===== src/rtl/affine_seq_if.sv =====
`default_nettype none
// ============================================================================
//  Module   : affine_seq_if
//  Purpose  : Bundles the point/result handshakes, coefficients and the
//             multiplier request/response of the affine sequencer.
//  Revision : 1.0  initial release
// ============================================================================
interface affine_seq_if #(
    parameter int WIDTH = 16
);
    // Coefficients from the register file, signed Q8.8
    logic [WIDTH-1:0]   m00_i;
    logic [WIDTH-1:0]   m01_i;
    logic [WIDTH-1:0]   m10_i;
    logic [WIDTH-1:0]   m11_i;
    logic [WIDTH-1:0]   tx_i;
    logic [WIDTH-1:0]   ty_i;

    // Input point handshake
    logic               in_valid;
    logic               in_ready;
    logic [WIDTH-1:0]   x_i;
    logic [WIDTH-1:0]   y_i;

    // Result handshake
    logic               out_valid;
    logic               out_ready;
    logic [WIDTH-1:0]   x_o;
    logic [WIDTH-1:0]   y_o;
    logic               sat_o;

    // Shared multiplier
    logic               mul_start;
    logic [WIDTH-1:0]   mul_a;
    logic [WIDTH-1:0]   mul_b;
    logic [2*WIDTH-1:0] mul_result;
    logic               mul_done;
    logic               mul_busy;

    // Sequencer side
    modport master (
        input  m00_i, m01_i, m10_i, m11_i, tx_i, ty_i,
        input  in_valid, x_i, y_i,
        output in_ready,
        output out_valid, x_o, y_o, sat_o,
        input  out_ready,
        output mul_start, mul_a, mul_b,
        input  mul_result, mul_done, mul_busy
    );

    // Register file / multiplier side
    modport slave (
        output m00_i, m01_i, m10_i, m11_i, tx_i, ty_i,
        output in_valid, x_i, y_i,
        input  in_ready,
        input  out_valid, x_o, y_o, sat_o,
        output out_ready,
        input  mul_start, mul_a, mul_b,
        output mul_result, mul_done, mul_busy
    );
endinterface
`default_nettype wire


===== src/rtl/affine_seq.sv =====
`default_nettype none
// ============================================================================
//  Module   : affine_seq
//  Purpose  : Sequences four products per point through the shared multiplier
//             and returns the rounded, saturated Q8.8 affine-transformed point.
//  Revision : 1.0  initial release
// ============================================================================
module affine_seq #(
    parameter int WIDTH = 16,
    parameter int FRAC  = 8
) (
    input  logic         clk,
    input  logic         rst_n,
    affine_seq_if.master bus
);

    localparam int AW = 2*WIDTH + 2;

    localparam logic signed [AW-1:0] c_HALF =
        {{(AW-FRAC){1'b0}}, 1'b1, {(FRAC-1){1'b0}}};
    localparam logic signed [AW-1:0] c_RMAX =
        {{(AW-WIDTH+1){1'b0}}, {(WIDTH-1){1'b1}}};
    localparam logic signed [AW-1:0] c_RMIN =
        {{(AW-WIDTH+1){1'b1}}, {(WIDTH-1){1'b0}}};
    localparam logic [WIDTH-1:0] c_OMAX = {1'b0, {(WIDTH-1){1'b1}}};
    localparam logic [WIDTH-1:0] c_OMIN = {1'b1, {(WIDTH-1){1'b0}}};

    typedef enum logic [1:0] {
        ST_IDLE  = 2'd0,
        ST_ISSUE = 2'd1,
        ST_WAIT  = 2'd2,
        ST_OUT   = 2'd3
    } state_t;

    state_t r_state;
    state_t w_state_nxt;

    logic [1:0]              r_k;
    logic signed [WIDTH-1:0] r_x, r_y, r_m00, r_m01, r_m10, r_m11, r_ty;
    logic signed [AW-1:0]    r_acc;
    logic [WIDTH-1:0]        r_mul_a, r_mul_b;
    logic [WIDTH-1:0]        r_x_o, r_y_o;
    logic                    r_sat;

    logic                    w_in_ready, w_out_valid, w_mul_start;
    logic                    w_accept, w_done;
    logic [1:0]              w_k_nxt;
    logic [WIDTH-1:0]        w_nxt_a, w_nxt_b;
    logic signed [AW-1:0]    w_prod_ext, w_sum, w_rnd, w_shf;
    logic                    w_clamp_hi, w_clamp_lo;
    logic [WIDTH-1:0]        w_fin;
    logic                    w_unused;

    // Sign-extend a Q8.8 value into the accumulator, aligned to product scale
    function automatic logic signed [AW-1:0] f_scale(input logic signed [WIDTH-1:0] v);
        return {{(AW-WIDTH-FRAC){v[WIDTH-1]}}, v, {FRAC{1'b0}}};
    endfunction

    // ------------------------------------------------------------------
    // FSM
    // ------------------------------------------------------------------
    always_ff @(posedge clk) begin
        if (!rst_n) begin
            r_state <= ST_IDLE;
        end else begin
            r_state <= w_state_nxt;
        end
    end

    always_comb begin
        w_state_nxt = r_state;
        w_in_ready  = 1'b0;
        w_out_valid = 1'b0;
        w_mul_start = 1'b0;
        case (r_state)
            ST_IDLE: begin
                w_in_ready = 1'b1;
                if (bus.in_valid) begin
                    w_state_nxt = ST_ISSUE;
                end
            end
            ST_ISSUE: begin
                w_mul_start = 1'b1;
                w_state_nxt = ST_WAIT;
            end
            ST_WAIT: begin
                if (bus.mul_done) begin
                    w_state_nxt = (r_k == 2'd3) ? ST_OUT : ST_ISSUE;
                end
            end
            ST_OUT: begin
                w_out_valid = 1'b1;
                if (bus.out_ready) begin
                    w_state_nxt = ST_IDLE;
                end
            end
            default: w_state_nxt = ST_IDLE;
        endcase
    end

    assign w_accept = (r_state == ST_IDLE) && bus.in_valid;
    assign w_done   = (r_state == ST_WAIT) && bus.mul_done;
    assign w_k_nxt  = r_k + 2'd1;

    // Operands for the product that follows the current one
    always_comb begin
        w_nxt_a = r_m00;
        w_nxt_b = r_x;
        case (w_k_nxt)
            2'd0: begin w_nxt_a = r_m00; w_nxt_b = r_x; end
            2'd1: begin w_nxt_a = r_m01; w_nxt_b = r_y; end
            2'd2: begin w_nxt_a = r_m10; w_nxt_b = r_x; end
            2'd3: begin w_nxt_a = r_m11; w_nxt_b = r_y; end
            default: begin w_nxt_a = r_m00; w_nxt_b = r_x; end
        endcase
    end

    // ------------------------------------------------------------------
    // Accumulate, round half toward +inf, saturate
    // ------------------------------------------------------------------
    assign w_prod_ext = {{(AW-2*WIDTH){bus.mul_result[2*WIDTH-1]}}, bus.mul_result};
    assign w_sum      = r_acc + w_prod_ext;
    assign w_rnd      = w_sum + c_HALF;
    assign w_shf      = w_rnd >>> FRAC;
    assign w_clamp_hi = (w_shf > c_RMAX);
    assign w_clamp_lo = (w_shf < c_RMIN);
    assign w_fin      = w_clamp_hi ? c_OMAX :
                        w_clamp_lo ? c_OMIN : w_shf[WIDTH-1:0];

    always_ff @(posedge clk) begin
        if (!rst_n) begin
            r_k     <= 2'd0;
            r_x     <= '0;
            r_y     <= '0;
            r_m00   <= '0;
            r_m01   <= '0;
            r_m10   <= '0;
            r_m11   <= '0;
            r_ty    <= '0;
            r_acc   <= '0;
            r_mul_a <= '0;
            r_mul_b <= '0;
            r_x_o   <= '0;
            r_y_o   <= '0;
            r_sat   <= 1'b0;
        end else begin
            if (w_accept) begin
                r_x     <= bus.x_i;
                r_y     <= bus.y_i;
                r_m00   <= bus.m00_i;
                r_m01   <= bus.m01_i;
                r_m10   <= bus.m10_i;
                r_m11   <= bus.m11_i;
                r_ty    <= bus.ty_i;
                r_acc   <= f_scale(bus.tx_i);
                r_k     <= 2'd0;
                r_sat   <= 1'b0;
                r_mul_a <= bus.m00_i;
                r_mul_b <= bus.x_i;
            end
            if (w_done) begin
                r_acc <= w_sum;
                if (r_k == 2'd1) begin
                    r_x_o <= w_fin;
                    r_acc <= f_scale(r_ty);
                end
                if (r_k == 2'd3) begin
                    r_y_o <= w_fin;
                end
                // Odd products close an output coordinate
                if (r_k[0]) begin
                    r_sat <= r_sat | w_clamp_hi | w_clamp_lo;
                end
                if (r_k != 2'd3) begin
                    r_k     <= w_k_nxt;
                    r_mul_a <= w_nxt_a;
                    r_mul_b <= w_nxt_b;
                end
            end
        end
    end

    assign bus.in_ready  = w_in_ready;
    assign bus.out_valid = w_out_valid;
    assign bus.mul_start = w_mul_start;
    assign bus.mul_a     = r_mul_a;
    assign bus.mul_b     = r_mul_b;
    assign bus.x_o       = r_x_o;
    assign bus.y_o       = r_y_o;
    assign bus.sat_o     = r_sat;

    // Busy is informational; issue never waits on it
    assign w_unused = bus.mul_busy;

endmodule
`default_nettype wire


===== src/flat_wrapper.sv =====
// flat-port wrapper written by rule: the top's interface ports become plain ports
module affine_seq_flat 
#(
    parameter int WIDTH = 16,
    parameter int FRAC  = 8
)
  (clk, rst_n, bus_m00_i, bus_m01_i, bus_m10_i, bus_m11_i, bus_tx_i, bus_ty_i, bus_in_valid, bus_x_i, bus_y_i, bus_in_ready, bus_out_valid, bus_x_o, bus_y_o, bus_sat_o, bus_out_ready, bus_mul_start, bus_mul_a, bus_mul_b, bus_mul_result, bus_mul_done, bus_mul_busy);
  affine_seq_if #(.WIDTH(WIDTH)) bus_i ();
  input  logic clk;
  input  logic rst_n;
  input wire logic [$bits(bus_i.m00_i)-1:0] bus_m00_i;
  input wire logic [$bits(bus_i.m01_i)-1:0] bus_m01_i;
  input wire logic [$bits(bus_i.m10_i)-1:0] bus_m10_i;
  input wire logic [$bits(bus_i.m11_i)-1:0] bus_m11_i;
  input wire logic [$bits(bus_i.tx_i)-1:0] bus_tx_i;
  input wire logic [$bits(bus_i.ty_i)-1:0] bus_ty_i;
  input wire logic [$bits(bus_i.in_valid)-1:0] bus_in_valid;
  input wire logic [$bits(bus_i.x_i)-1:0] bus_x_i;
  input wire logic [$bits(bus_i.y_i)-1:0] bus_y_i;
  output wire logic [$bits(bus_i.in_ready)-1:0] bus_in_ready;
  output wire logic [$bits(bus_i.out_valid)-1:0] bus_out_valid;
  output wire logic [$bits(bus_i.x_o)-1:0] bus_x_o;
  output wire logic [$bits(bus_i.y_o)-1:0] bus_y_o;
  output wire logic [$bits(bus_i.sat_o)-1:0] bus_sat_o;
  input wire logic [$bits(bus_i.out_ready)-1:0] bus_out_ready;
  output wire logic [$bits(bus_i.mul_start)-1:0] bus_mul_start;
  output wire logic [$bits(bus_i.mul_a)-1:0] bus_mul_a;
  output wire logic [$bits(bus_i.mul_b)-1:0] bus_mul_b;
  input wire logic [$bits(bus_i.mul_result)-1:0] bus_mul_result;
  input wire logic [$bits(bus_i.mul_done)-1:0] bus_mul_done;
  input wire logic [$bits(bus_i.mul_busy)-1:0] bus_mul_busy;
  assign bus_i.m00_i = bus_m00_i;
  assign bus_i.m01_i = bus_m01_i;
  assign bus_i.m10_i = bus_m10_i;
  assign bus_i.m11_i = bus_m11_i;
  assign bus_i.tx_i = bus_tx_i;
  assign bus_i.ty_i = bus_ty_i;
  assign bus_i.in_valid = bus_in_valid;
  assign bus_i.x_i = bus_x_i;
  assign bus_i.y_i = bus_y_i;
  assign bus_in_ready = bus_i.in_ready;
  assign bus_out_valid = bus_i.out_valid;
  assign bus_x_o = bus_i.x_o;
  assign bus_y_o = bus_i.y_o;
  assign bus_sat_o = bus_i.sat_o;
  assign bus_i.out_ready = bus_out_ready;
  assign bus_mul_start = bus_i.mul_start;
  assign bus_mul_a = bus_i.mul_a;
  assign bus_mul_b = bus_i.mul_b;
  assign bus_i.mul_result = bus_mul_result;
  assign bus_i.mul_done = bus_mul_done;
  assign bus_i.mul_busy = bus_mul_busy;
  affine_seq #(.WIDTH(WIDTH), .FRAC(FRAC)) u_core (.clk(clk), .rst_n(rst_n), .bus(bus_i));
endmodule

===== config.mk =====
export PLATFORM = sky130hd
export DESIGN_NAME = affine_seq_flat
export DESIGN_NICKNAME = d
export VERILOG_FILES = /design/src/rtl/affine_seq_if.sv /design/src/rtl/affine_seq.sv /design/src/flat_wrapper.sv
export SDC_FILE = /design/constraint.sdc
export NUM_CORES = 1
export LEC_CHECK = 0
export BUFFER_PORTS_ARGS = -buffer_cell sky130_fd_sc_hd__buf_2
export CORE_UTILIZATION = 52
export CTS_BUF_LIST = sky130_fd_sc_hd__clkbuf_8
export DETAILED_ROUTE_END_ITERATION = 16
export PLACE_DENSITY_LB_ADDON = 0.1
export SLEW_MARGIN = 15
export SYNTH_ARGS = -nofsm -noshare
export SYNTH_HDL_FRONTEND = slang
export SYNTH_SLANG_ARGS = --single-unit

===== constraint.sdc =====
create_clock -name clk -period 5.23 [get_ports clk]
set_clock_uncertainty 0.15 [all_clocks]
set_input_delay 0.7845 -clock clk [delete_from_list [all_inputs] [get_ports clk]]
set_output_delay 0.7845 -clock clk [all_outputs]
set_load 0.03 [all_outputs]

Word level (Yosys, flattened, before mapping):

Cells that the tools add are included.

* mux-type cells: 27
* bitwise operators: 2
* eq/ne operators: 12
* reductions and logical operators: 10
* add/subtract/negate cells: 3
* magnitude comparators: 2

Operator list (count)
* 2-to-1 mux 16 bit: 8
* 2-to-1 mux 34 bit: 3
* case mux 16 bit (4 select lines): 1
* adder 34 x 32 -> 34 bit: 1
* adder 34 x 9 -> 34 bit (second input constant): 1
* case mux 16 bit (2 select lines): 1
* greater-than comparator 26 x 16 -> 1 bit (second input constant): 1
* < comparator 26 x 16 -> 1 bit (second input constant): 1
* 2-to-1 mux 2 bit: 7
* == test 2 bit (second input constant): 5
* inequality test 2 bit (second input constant): 4
* case mux 2 bit (4 select lines): 1
* == test 2 x 1 -> 1 bit (second input constant): 3
* 2-to-1 mux 1 bit: 6
* logical NOT 2 bit: 2
* AND reduction 2 bit: 2
* OR reduction 2 bit: 2
* AND reduction 3 bit: 1
* adder 2 x 1 -> 2 bit (second input constant): 1
* logical AND 1 bit: 2
* OR 1 bit: 2
* nonzero test 2 bit: 1

* word-level logic and storage cells: 71
* output and inout bits: 68
* register bits: 215

Logic depth before layout (Yosys ltp):

* depth after elaboration: 7
* depth in mapped cells: 17
* mapped depth without buffers: 16

Least setup slack after synthesis:

Ideal clock, no wire load.

* path kind: input port to flip-flop
* from: input port bus_mul_result[0]
* to: register u_core.r_x_o[3] (netlist: u_core.bus.x_o[3])
* slack: 0.249 ns
* cell stages on the path: 17
* buffers on the path: 2
* data required time: 4.954 ns
* arrival time: 4.705 ns
* path through: ha_1 inv_1 fa_1 nand2b_1 a211o_1 a211o_1 nor4b_4 a2111o_1 or3_1 or4_1 buf_2 xor2_1 a31oi_1 o41ai_4 and2_4 buf_8 a21oi_1

* longest elaborated chain between the ends: 5
* elaborated cells on any way between the ends: 6
* classes of those cells: add/sub (2); order compare (2); mux (2)

RTL lines
* start: declaration: RTL line flat_wrapper.sv:29 `input wire logic [$bits(bus_i.mul_result)-1:0] bus_mul_result;`
* adder 34 x 32 -> 34 bit (*): RTL line affine_seq.sv:122 `assign w_sum = r_acc + w_prod_ext;`
* adder 34 x 9 -> 34 bit (*): RTL line affine_seq.sv:123 `assign w_rnd = w_sum + c_HALF;`
* < comparator 26 x 16 -> 1 bit: RTL line affine_seq.sv:126 `assign w_clamp_lo = (w_shf < c_RMIN);`
* 2-to-1 mux 16 bit: RTL line affine_seq.sv:128 `w_clamp_lo ? c_OMIN : w_shf[WIDTH-1:0];`
* 2-to-1 mux 16 bit (*): RTL line affine_seq.sv:127 `assign w_fin = w_clamp_hi ? c_OMAX :`
* end signal: assignment: RTL line affine_seq.sv:164 `r_x_o <= w_fin;`
* end: declaration: RTL line affine_seq.sv:42 `logic [WIDTH-1:0] r_x_o, r_y_o;`

Every way passes the cells marked *; elsewhere a longest branch is shown, timed or not.
A chain may end at the register's enable or synchronous reset.

Worst setup path in the final report:

* from: input port bus_mul_result[0]
* to: register u_core.r_x_o[12] (netlist: u_core.bus.x_o[12])

Same word-level chain as after synthesis.

==> impl_metrics.yaml <==
clocking:
  htreeDepth: 4
  cts_buffers: 17
  clkSlewWorstSetupHoldPaths_ps: 120
  root_buffer: "clkbuf_8"
  clockBufferDepth: 2
  clock_latency_ps: 490
  post_cts_buffers: 0
  cts_hold_buf: 0
  cts_tree: "yes"
  cts_sinks: 199
  cts_resized: 0
global_routing:
  grt_busiest_layer: "met2"
  grt_first_pass_wirelength_mm: 54.5
  grtUsageMet3: 0.0608
  met1_usage: 0.382
  grt_usage: 0.306
  grt_pass1_vias: 10708
  grt_max_degree: 106
  met2_usage: 0.511
  antenna_found_initial: 7
  grt.overflow.total: 0
floorplan:
  die_area_mm2: 0.0227
  num_rows: 54
  die_w_um: 151
  start_util: 0.529
  core_region_area_mm2: 0.0218
  io_pins: 234
  die_h_um: 151
synth:
  synth_warnings: 0
  synth_top_family_by_area: "compound AO/OA/AOI/OAI gates"
  yosysSeqAreaShare: 0.346
  synth_common_cells: "nand2_1 (375), dfxtp_1 (199), a21boi_0 (114)"
  synth_mux_area_frac: 0.0218
  synth_area_leaders: "dfxtp_1 (35%), nand2_1 (12%), a21boi_0 (7.4%)"
  synthAdderAreaFrac: 0.0441
  async_flop_share: 0
  synth_cell_types: 88
  synth_area_mm2: 0.0115
  synthesis.nets: 1691
  yosys.area.top_type: "dfxtp_1"
  synth_edf_count: 0
  yosys_register_bits: 199
  synth_compound_area_frac: 0.290
  syn_avg_cell_area_um2: 7.75
  yosys.area_share.simple: 0.228
  yosysMostFrequentCell: "nand2_1"
  synthXorXnorAreaFrac: 0.0243
  ys.flop_type: "dfxtp_1"
  synth_top_area_frac: 0.346
  syn_inst: 1485
detailed_routing:
  drt_pass1_iterations: 5
  ant_nets: 0
  routedWlPerCell_um: 17.3
  vias: 11487
  drc: 0
  wirelength_mm: 34.5
  drtIter0Drc: 712
  post_drt_via_cell_ratio: 5.77
power:
  p_total_w: 0.00394
  p_leak_nw: 5.60
  peakVddDrop_uv: 223
  pwr_density_cell_mw_per_mm2: 290
critical_path:
  worstSetupPathType: "in2reg"
  end_kind: "register"
  path_delay_family: "compound AO/OA/AOI/OAI gates"
  start_kind: "input port"
  crit_arrival_ps: 5040
  cpMostUsedCell: "a211o_1"
  cp_slowest_stage_delay_ps: 630
  crit_chain: "buf_2, ha_1, inv_1, fa_1, nand2b_1, a211o_1, a211o_1, nor4b_4, a2111o_1, or3_1, or4_1, xor2_1, a31oi_1, o41ai_4, and2_4, a21oi_1"
  crit_path_max_fanout: 13
  cp_num_buf_inv: 2
  cp_slowest_cell: "or4_1"
  worstPathRequired_ps: 5440
finish:
  final_area_mm2: 0.0136
  finalNetCount: 1901
  regArea_mm2: 0.00398
  drive_gt1_frac: 0.227
  fill_cells: 2064
  fin_util: 0.624
  area_growth_pct: 17.9
  multi_input_area_mm2: 0.00702
place:
  hpwlAfterDp_mm: 25.1
  io_buffers: 232
  gp_congestion: 0.987
  post_dp_cell_area_mm2: 0.0131
  pre_cts_ws_ps: -70.1
timing:
  grt_setup_unrepaired: "false"
  finalSetupViolCount: 0
  worst_pin_slew_ps: 1050
  maxSlewHeadroom: 0.297
  fin_crit_sh: 0.923
  fmax_mhz: 207
  finalHoldViolCount: 0
  slew_violations: 0
  fin_ws_ps: 403
  fin_crit_ps: 4830
worst_hold_path:
  min_path_type: "reg2reg"
run:
  maxCapViolations: 0
status:
  status: "completed"
==> per-layer routing <==
layer | routed length [um] | part of all wire
met5 | 27 | 0.00078
met4 | 1270 | 0.037
met3 | 1940 | 0.056
met2 | 16400 | 0.48
met1 | 14800 | 0.43
==> registers in the layout (all words and copies together) (netlist names) <==
| signal | flops |
|---|---|
| u_core.r_acc | 34 |
| u_core.bus.mul_a | 16 |
| u_core.bus.mul_b | 16 |
| u_core.bus.x_o | 16 |
| u_core.bus.y_o | 16 |
| u_core.r_m01 | 16 |
| u_core.r_m10 | 16 |
| u_core.r_m11 | 16 |
| u_core.r_ty | 16 |
| u_core.r_x | 16 |
| u_core.r_y | 16 |
| u_core.r_k | 2 |
| u_core.r_state | 2 |
| u_core.bus.sat_o | 1 |
==> tightest hold or removal path, cell delays in order (launching register included) <==
cell	delay, ps
dfxtp_1	330
nand2_1	40
a21boi_0	60
==> cell families after synthesis <==
group                      Yosys count
adders and majority gates           40
buffers and inverters              125
AOI/OAI and AO/OA                  485
and+or+nand+nor                    581
xor gates and xnor gates            32
DFF                                199
muxes                               23
==> cell type report <==
class / count / share of cell area
Clock buffer: 17 / 0.0172
Antenna cell: 4 / 0.000737
Timing Repair Buffer: 303 / 0.126
Multi-Input combinational cell: 1161 / 0.517
Inverter: 13 / 0.00359
Clock inverter: 15 / 0.0165
Sequential cell: 199 / 0.293
Tap cell: 280 / 0.0258
==> final timing paths <==
path / depth (start not counted) / slack [ps] / endpoint / from
max: 16 / 400 / u_core.bus.x_o[12]$_SDFFE_PN0P_ / bus_mul_result[0]
min: 2 / 320 / u_core.r_x[8]$_SDFFE_PN0P_ / u_core.r_x[8]$_SDFFE_PN0P_
max reg2reg: 15 / 430 / u_core.bus.x_o[12]$_SDFFE_PN0P_ / u_core.r_acc[0]$_SDFFE_PN0P_
min reg2reg: 2 / 320 / u_core.r_x[8]$_SDFFE_PN0P_ / u_core.r_x[8]$_SDFFE_PN0P_
==> placed cells by master, fill, tap and decap left out, types with 15 or more instances in the layout <==
cell type  count
nand2_1      374
buf_2        231
dfxtp_1      199
a21boi_0     114
o21ai_0       89
a21oi_1       73
buf_4         71
nor2_1        51
ha_1          39
a31oi_1       37
o211ai_1      31
xnor2_1       25
nand3_1       24
mux2_2        17
clkbuf_8      17
and2_1        16
a211oi_1      16
a222oi_1      16
nor3_1        15
==> through the flow <==
stage / hold slack [ps] / TNS (ps) / std cells
global route: 340 / 0 / 1990
finish: 321 / 0 / 1992
floorplan: 290 / 0 / 1485
global placement: 299 / -498 / 1956
detailed placement: 306 / -1360 / 1956
CTS: 324 / 0 / 1988
==> power breakdown <==
group	switching (W)	internal, W	total [W]
registers	0.0000499	0.00161	0.00166
logic	0.000696	0.000442	0.00114
clock network	0.000703	0.000438	0.00114
No activity file was read; power rests on OpenSTA's default activity.
